## config.mk

```make
export PLATFORM = sky130hd
export DESIGN_NAME = delayed_branch_tracker
export DESIGN_NICKNAME = d
export VERILOG_FILES = /design/src/rtl/delayed_branch_tracker_pkg.sv /design/src/rtl/delayed_branch_tracker_cond_eval.sv /design/src/rtl/delayed_branch_tracker.sv
export SDC_FILE = /design/constraint.sdc
export NUM_CORES = 1
export LEC_CHECK = 0
export CORE_MARGIN = 1.5
export CORE_UTILIZATION = 40
export DETAILED_ROUTE_END_ITERATION = 12
export HOLD_SLACK_MARGIN = 0.08
export PLACE_DENSITY_LB_ADDON = 0.1
export SLEW_MARGIN = 40
export SYNTH_ARGS = -nofsm -noshare
export SYNTH_HDL_FRONTEND = slang
export SYNTH_SLANG_ARGS = --single-unit
```

## constraint.sdc

```tcl
create_clock -name clk -period 2.67 [get_ports clk]
set_input_delay 0.6675 -clock clk [delete_from_list [all_inputs] [get_ports clk]]
set_output_delay 0.6675 -clock clk [all_outputs]
set_load 0.01 [all_outputs]
```

## src/rtl/delayed_branch_tracker_pkg.sv

```systemverilog
// Shared branch definitions: delayed-branch condition codes, branch head bytes
// and the per-lane pipeline entry used by the delayed branch tracker.
package delayed_branch_tracker_pkg;

  typedef enum logic [2:0] {
    NV = 3'd0,
    AL = 3'd1,
    EQ = 3'd2,
    NE = 3'd3,
    LT = 3'd4,
    LE = 3'd5,
    GT = 3'd6,
    GE = 3'd7
  } cond_e;

  localparam logic [7:0] HEAD_B    = 8'b001_00_000;
  localparam logic [7:0] HEAD_HALT = 8'b001_00_111;
  localparam int         WORD_W    = 16;

  typedef struct packed {
    logic              valid;
    logic [WORD_W-1:0] word;
    cond_e             cond;
  } stage_t;

  // A never-taken branch is dropped at capture so it can never reach S3.
  function automatic stage_t make_stage(input logic              valid,
                                        input logic [WORD_W-1:0] word,
                                        input logic [2:0]        cond);
    stage_t s;
    s.valid = valid && (cond != NV);
    s.word  = word;
    s.cond  = cond_e'(cond);
    return s;
  endfunction

endpackage

```

## src/rtl/delayed_branch_tracker_cond_eval.sv

```systemverilog
// Combinational evaluation of one delayed branch condition against the
// N/V/Z flags that belong to the S3 bundle.
module cond_eval
  import delayed_branch_tracker_pkg::*;
(
  input  cond_e cond,
  input  logic  n,
  input  logic  v,
  input  logic  z,
  output logic  met
);

  logic less;

  assign less = n ^ v;

  always_comb begin
    met = 1'b0;
    case (cond)
      NV:      met = 1'b0;
      AL:      met = 1'b1;
      EQ:      met = z;
      NE:      met = ~z;
      LT:      met = less;
      LE:      met = z | less;
      GT:      met = ~z & ~less;
      GE:      met = ~less;
      default: met = 1'b0;
    endcase
  end

endmodule

```

## src/rtl/delayed_branch_tracker.sv

```systemverilog
// Tracks delayed branches from two issue lanes through S2/S3 and replays the
// oldest taken one into the branch unit, flushing the younger work behind it.
module delayed_branch_tracker
  import delayed_branch_tracker_pkg::*;
#(
  parameter int LANES = 2
)
(
  input  logic        clk,
  input  logic        rst,
  input  logic        advance,
  input  logic        halted,
  input  logic [15:0] p0_dly_in,
  input  logic [15:0] p1_dly_in,
  input  logic [2:0]  p0_cond_in,
  input  logic [2:0]  p1_cond_in,
  input  logic        p0_s1_valid,
  input  logic        p1_s1_valid,
  input  logic        N,
  input  logic        V,
  input  logic        Z,
  output logic        p0_do_delayed_B,
  output logic        p1_do_delayed_B,
  output logic [15:0] p0_IR_inject,
  output logic [15:0] p1_IR_inject,
  output logic        flush
);

  stage_t s1   [LANES];
  stage_t s2_q [LANES];
  stage_t s3_q [LANES];

  logic [LANES-1:0] met;
  logic             fire_p0;
  logic             fire_p1;
  logic             any_fire;
  logic             step;

  always_comb begin
    s1[0] = make_stage(p0_s1_valid, p0_dly_in, p0_cond_in);
    s1[1] = make_stage(p1_s1_valid, p1_dly_in, p1_cond_in);
  end

  for (genvar k = 0; k < LANES; k++) begin : g_lane
    cond_eval u_cond_eval (
      .cond (s3_q[k].cond),
      .n    (N),
      .v    (V),
      .z    (Z),
      .met  (met[k])
    );
  end

  // p0 is the older lane, so a taken p0 suppresses p1 even when p1 is taken too.
  always_comb begin
    fire_p0  = s3_q[0].valid && met[0];
    fire_p1  = s3_q[1].valid && met[1] && !fire_p0;
    any_fire = fire_p0 || fire_p1;
    step     = advance && !halted;
  end

  // A firing edge squashes everything younger and refuses the S1 bundle.
  always_ff @(posedge clk or negedge rst) begin
    if (!rst) begin
      for (int k = 0; k < LANES; k++) begin
        s2_q[k] <= '0;
        s3_q[k] <= '0;
      end
    end else if (step) begin
      if (any_fire) begin
        for (int k = 0; k < LANES; k++) begin
          s2_q[k].valid <= 1'b0;
          s3_q[k].valid <= 1'b0;
        end
      end else begin
        for (int k = 0; k < LANES; k++) begin
          s2_q[k] <= s1[k];
          s3_q[k] <= s2_q[k];
        end
      end
    end
  end

  // Outputs only change on advance edges, so a pulse lasts one advance period.
  always_ff @(posedge clk or negedge rst) begin
    if (!rst) begin
      p0_do_delayed_B <= 1'b0;
      p1_do_delayed_B <= 1'b0;
      flush           <= 1'b0;
      p0_IR_inject    <= '0;
      p1_IR_inject    <= '0;
    end else if (halted) begin
      p0_do_delayed_B <= 1'b0;
      p1_do_delayed_B <= 1'b0;
      flush           <= 1'b0;
      p0_IR_inject    <= '0;
      p1_IR_inject    <= '0;
    end else if (advance) begin
      p0_do_delayed_B <= fire_p0;
      p1_do_delayed_B <= fire_p1;
      flush           <= any_fire;
      p0_IR_inject    <= fire_p0 ? s3_q[0].word : '0;
      p1_IR_inject    <= fire_p1 ? s3_q[1].word : '0;
    end
  end

endmodule
```

==> results.txt <==
----------------------------------------------------
[Outcome]
  Run status ... finished, final reports clean

[Placed design]
  Estimated wirelength of the detail-placed design ... 5910 microns
  Global placer's final weighted congestion ... 0.734
  DP Worst Slack ... -0.417 ns
  Port-buffer cells ... 81

[Clock network]
  Source-to-sink clock delay at the later pin of the worst-skew pair ... 0.41 ns
  Clk sinks ... 115
  TritonCTS clock tree ... yes
  Clock Tree Buf Depth ... 2
  Clock slew seen by the registers of the worst setup and hold paths ... 0.05 ns
  Depth of the CTS H-tree ... 4
  Number of buffers inserted by hold repair at cts ... 0
  TritonCTS buffer count ... 17
  Cell at the root of the clock tree ... sky130_fd_sc_hd__clkbuf_16

[Timing]
  Number of hold-slack violations in the final timing report ... 0
  Worst hold slack ... 0.208 ns
  Clock period minus worst slack ... 2.60 ns
  Setup repair after global routing missed its margin ... false
  Share of the clock period used by the worst path ... 97.5%
  Final setup slack of the worst path ... 0.0657 ns
  Total of endpoints with negative setup slack in the final report ... 0
  Max-slew headroom ... 53.4%
  Maximum clock rate ... 384 MHz
  Pins Over Slew Limit ... 0
  Slew @ Worst Pin ... 0.696 ns
  Setup Skew ... 0.00835 ns

[Route]
  Average via count per standard cell ... 5.21
  DRC viols ... 0
  Initial DRC count ... 149
  Post-DR wirelength/cell ... 16.0 microns
  Via count ... 3055
  Routed WL ... 9400 microns
  Detailed-routing iteration count for the pre-antenna-repair pass ... 4
  Remaining number of nets flagged by the antenna check after routing ... 0

[Yosys]
  Share of the yosys chip area belonging to registers ... 61.4%
  Basic-gate share of the synthesized area counting and, or, nand and nor cells ... 9.06%
  Cell type with the highest aggregate area in the netlist ... sky130_fd_sc_hd__dfrtp_1
  Dominant combinational cell family by area after synthesis ... multiplexers
  EDFF count, synth ... 0
  Proportion of synthesized area in mux cells ... 18.7%
  Synthesized netlist cell count ... 338
  Cell area after synthesis ... 0.00468 sq mm
  Post-Syn Nets ... 385
  Adder-cell share of the synthesized area ... 0%
  Synthesis warning total ... 0
  Xor and xnor fraction of the mapped netlist area ... 0.347%
  Yosys reg bits ... 115
  Main synth FF type ... sky130_fd_sc_hd__dfrtp_1
  Largest cells by area after synthesis ... sky130_fd_sc_hd__dfrtp_1, sky130_fd_sc_hd__mux2_2, sky130_fd_sc_hd__a32o_1, sky130_fd_sc_hd__nand2b_1, sky130_fd_sc_hd__nor2b_1
  Synthesized area divided by synthesized cell count ... 13.9 sq um
  Area fraction of the dominant cell type after synthesis ... 61.4%
  Proportion of synthesized flip-flops having asynchronous set or reset ... 100%
  Number of distinct library cells after synthesis ... 34
  Synthesized-area fraction occupied by ao, oa, aoi and oai cells ... 7.75%

[Worst setup path]
  Type of the setup path with the least slack ... input port to flip-flop
  Critical-path top delay cell ... sky130_fd_sc_hd__clkdlybuf4s50_1
  Arr. time, crit path ... 2.90 ns
  Worst reg-to-reg setup slack ... 0.64 ns
  Biggest cell delay along the critical path ... 0.56 ns
  Peak fanout along the critical path ... 14
  Cell depth of the worst flop-to-flop path ... 5
  Critical path endpoint category ... flip-flop
  Required time at the worst-slack endpoint ... 2.96 ns
  Setup crit start kind ... input port
  Worst reg2reg path startpoint ... s3_q[2]
  R2R Path End ... s3_q[33]
  Worst-path cell chain ... clkdlybuf4s50_1, xor2_4, nor4b_2, a311oi_1, a311o_2, buf_4, mux2_2

[GRT]
  Largest net degree at the start of global routing ... 42
  Global routing usage summed across all routing layers ... 16.6%
  GR Overflow Total ... 0
  Via count of the first global-routing pass ... 3127
  M1 GR Usage ... 22.2%
  Most used routing layer ... met2
  Global routing usage on met2 ... 23.7%
  Global-route wire length before repair ... 15800 microns
  Met3 Resource Use GR ... 6.62%
  Number of antenna violations at the first check in global routing ... 0

[Die]
  Die outline height ... 111 microns
  Num ports ... 82
  Full die area ... 0.0124 sq mm
  Core region area ... 0.0114 sq mm
  Starting density of the core ... 41.0%
  Cell Rows ... 39
  Die width ... 111 microns

[Pwr]
  Sw power ... 0.00165 W
  Overall power ... 0.00642 W
  Max VDD drop ... 0.570 mV
  Sw frac ... 25.7%
  Reg power frac ... 43.1%
  PwrDens ... 1020 mW/mm^2
  Internal cell power ... 0.00477 W
  Clock share of power ... 33.6%
  Leakage ... 2.61 nW
  Share of total power in combinational logic ... 23.3%

[Finish]
  Final antenna diode count ... 0
  Utilization of the core after routing ... 55.1%
  Growth of design area from synthesis to finish ... 34.4%
  Reg area ... 0.00288 sq mm
  Area used by multi-input combinational logic ... 0.00171 sq mm
  Share of final-layout standard cells stronger than drive strength 1 ... 28.0%
  Count of nets after finishing ... 478
  Fill count ... 983

[Worst hold path]
  Type of the most critical hold path ... input port to async pin

[Flow run]
  Number of violations of the max-capacitance limit ... 0

----------------------------------------------------
[synth_stat cells, types with 8 or more instances]
cell,n
sky130_fd_sc_hd__nand2b_1,17
sky130_fd_sc_hd__nand2_1,8
sky130_fd_sc_hd__dfrtp_1,115
sky130_fd_sc_hd__a21oi_1,16
sky130_fd_sc_hd__a32o_1,16
sky130_fd_sc_hd__nor2b_1,17
sky130_fd_sc_hd__nand3_1,17
sky130_fd_sc_hd__mux2_2,77
sky130_fd_sc_hd__clkbuf_1,12
[stage by stage]
| step | setup TNS, ns | cell area [sq um] | instances |
|---|---|---|---|
| 6_report | 0 | 6300 | 586 |
| 5_1_grt | 0 | 6300 | 586 |
| 4_1_cts | 0 | 6290 | 586 |
| 3_5_place_dp | -34.58 | 5700 | 553 |
| 3_3_place_gp | -32.07 | 5690 | 553 |
| 2_1_floorplan | 0 | 4680 | 338 |
[flip-flops by register name (all words and copies together) (netlist names)]
name	count
s2_q	40
s3_q	40
p0_IR_inject	16
p1_IR_inject	16
flush	1
p0_do_delayed_B	1
p1_do_delayed_B	1
[critical path: cells and delay by family]
family | cells | cell delay, ns
simple gates | 1 | 0.09
xor+xnor | 1 | 0.29
compound gates | 2 | 0.66
mux | 1 | 0.36
buf+inv | 2 | 0.82
[kinds of logic after synthesis]
logic type      after synthesis
flops                       115
buf+inv                      23
simple gates                 73
xor+xnor                      1
mux                          78
compound gates               48
[power groups by stage]
stage / logic, W / registers (W) / clock network (W)
2_1_floorplan: 0.00106 / 0.00270 / 0
5_1_grt: 0.00164 / 0.00287 / 0.00230
4_1_cts: 0.00152 / 0.00277 / 0.00220
3_5_place_dp: 0.00149 / 0.00279 / 0
6_report: 0.00150 / 0.00277 / 0.00215
3_3_place_gp: 0.00143 / 0.00276 / 0
[cell usage in the layout (no fill, tap or decap), types with 2 or more instances in the layout]
cell type	n
sky130_fd_sc_hd__o21ai_0	4
sky130_fd_sc_hd__o311ai_0	2
sky130_fd_sc_hd__a21oi_1	16
sky130_fd_sc_hd__clkbuf_1	6
sky130_fd_sc_hd__buf_4	12
sky130_fd_sc_hd__buf_2	2
sky130_fd_sc_hd__a211oi_1	2
sky130_fd_sc_hd__buf_12	4
sky130_fd_sc_hd__clkbuf_8	3
sky130_fd_sc_hd__bufinv_16	2
sky130_fd_sc_hd__nor2b_1	17
sky130_fd_sc_hd__a32o_1	16
sky130_fd_sc_hd__nand3_1	17
sky130_fd_sc_hd__dfrtp_1	115
sky130_fd_sc_hd__nand4b_1	3
sky130_fd_sc_hd__nand2_1	8
sky130_fd_sc_hd__clkdlybuf4s50_1	78
sky130_fd_sc_hd__clkinv_2	3
sky130_fd_sc_hd__mux2_2	77
sky130_fd_sc_hd__nand4_1	2
sky130_fd_sc_hd__clkbuf_16	17
sky130_fd_sc_hd__nor2_1	4
sky130_fd_sc_hd__nand2b_1	17
[timing repair]
action                     in CTS  in global routing
setup buffers                   2                  0
gates resized for setup         1                  1
pin swaps                       1                  1
setup endpoints to repair      76                 10
[worst max path at each step]
stage | startpoint | endpoint
floorplan | V | s2_q[18]
global placement | V | p1_IR_inject[12]
detailed placement | V | s3_q[33]
CTS | V | s3_q[33]
global route | V | s3_q[38]
finish | V | s3_q[33]
[cell type report]
class | instances | share of cell area, %
clock buffer | 26 | 7.77
clock inverter | 5 | 1.19
inverter | 1 | 0.0596
multi-input combinational | 200 | 27.2
sequential | 115 | 45.7
tap | 143 | 2.84
timing repair buffer | 96 | 15.3
[metal layers]
layer,part of all wire [%],routed length [microns],vias to the layer above
met2,45,4240,77
met5,0,0,-
met3,6.1,574,14
li1,-,-,1411
met4,1.9,177,0
met1,47,4410,1553
Note: power is estimated with default switching activity, not from simulation.
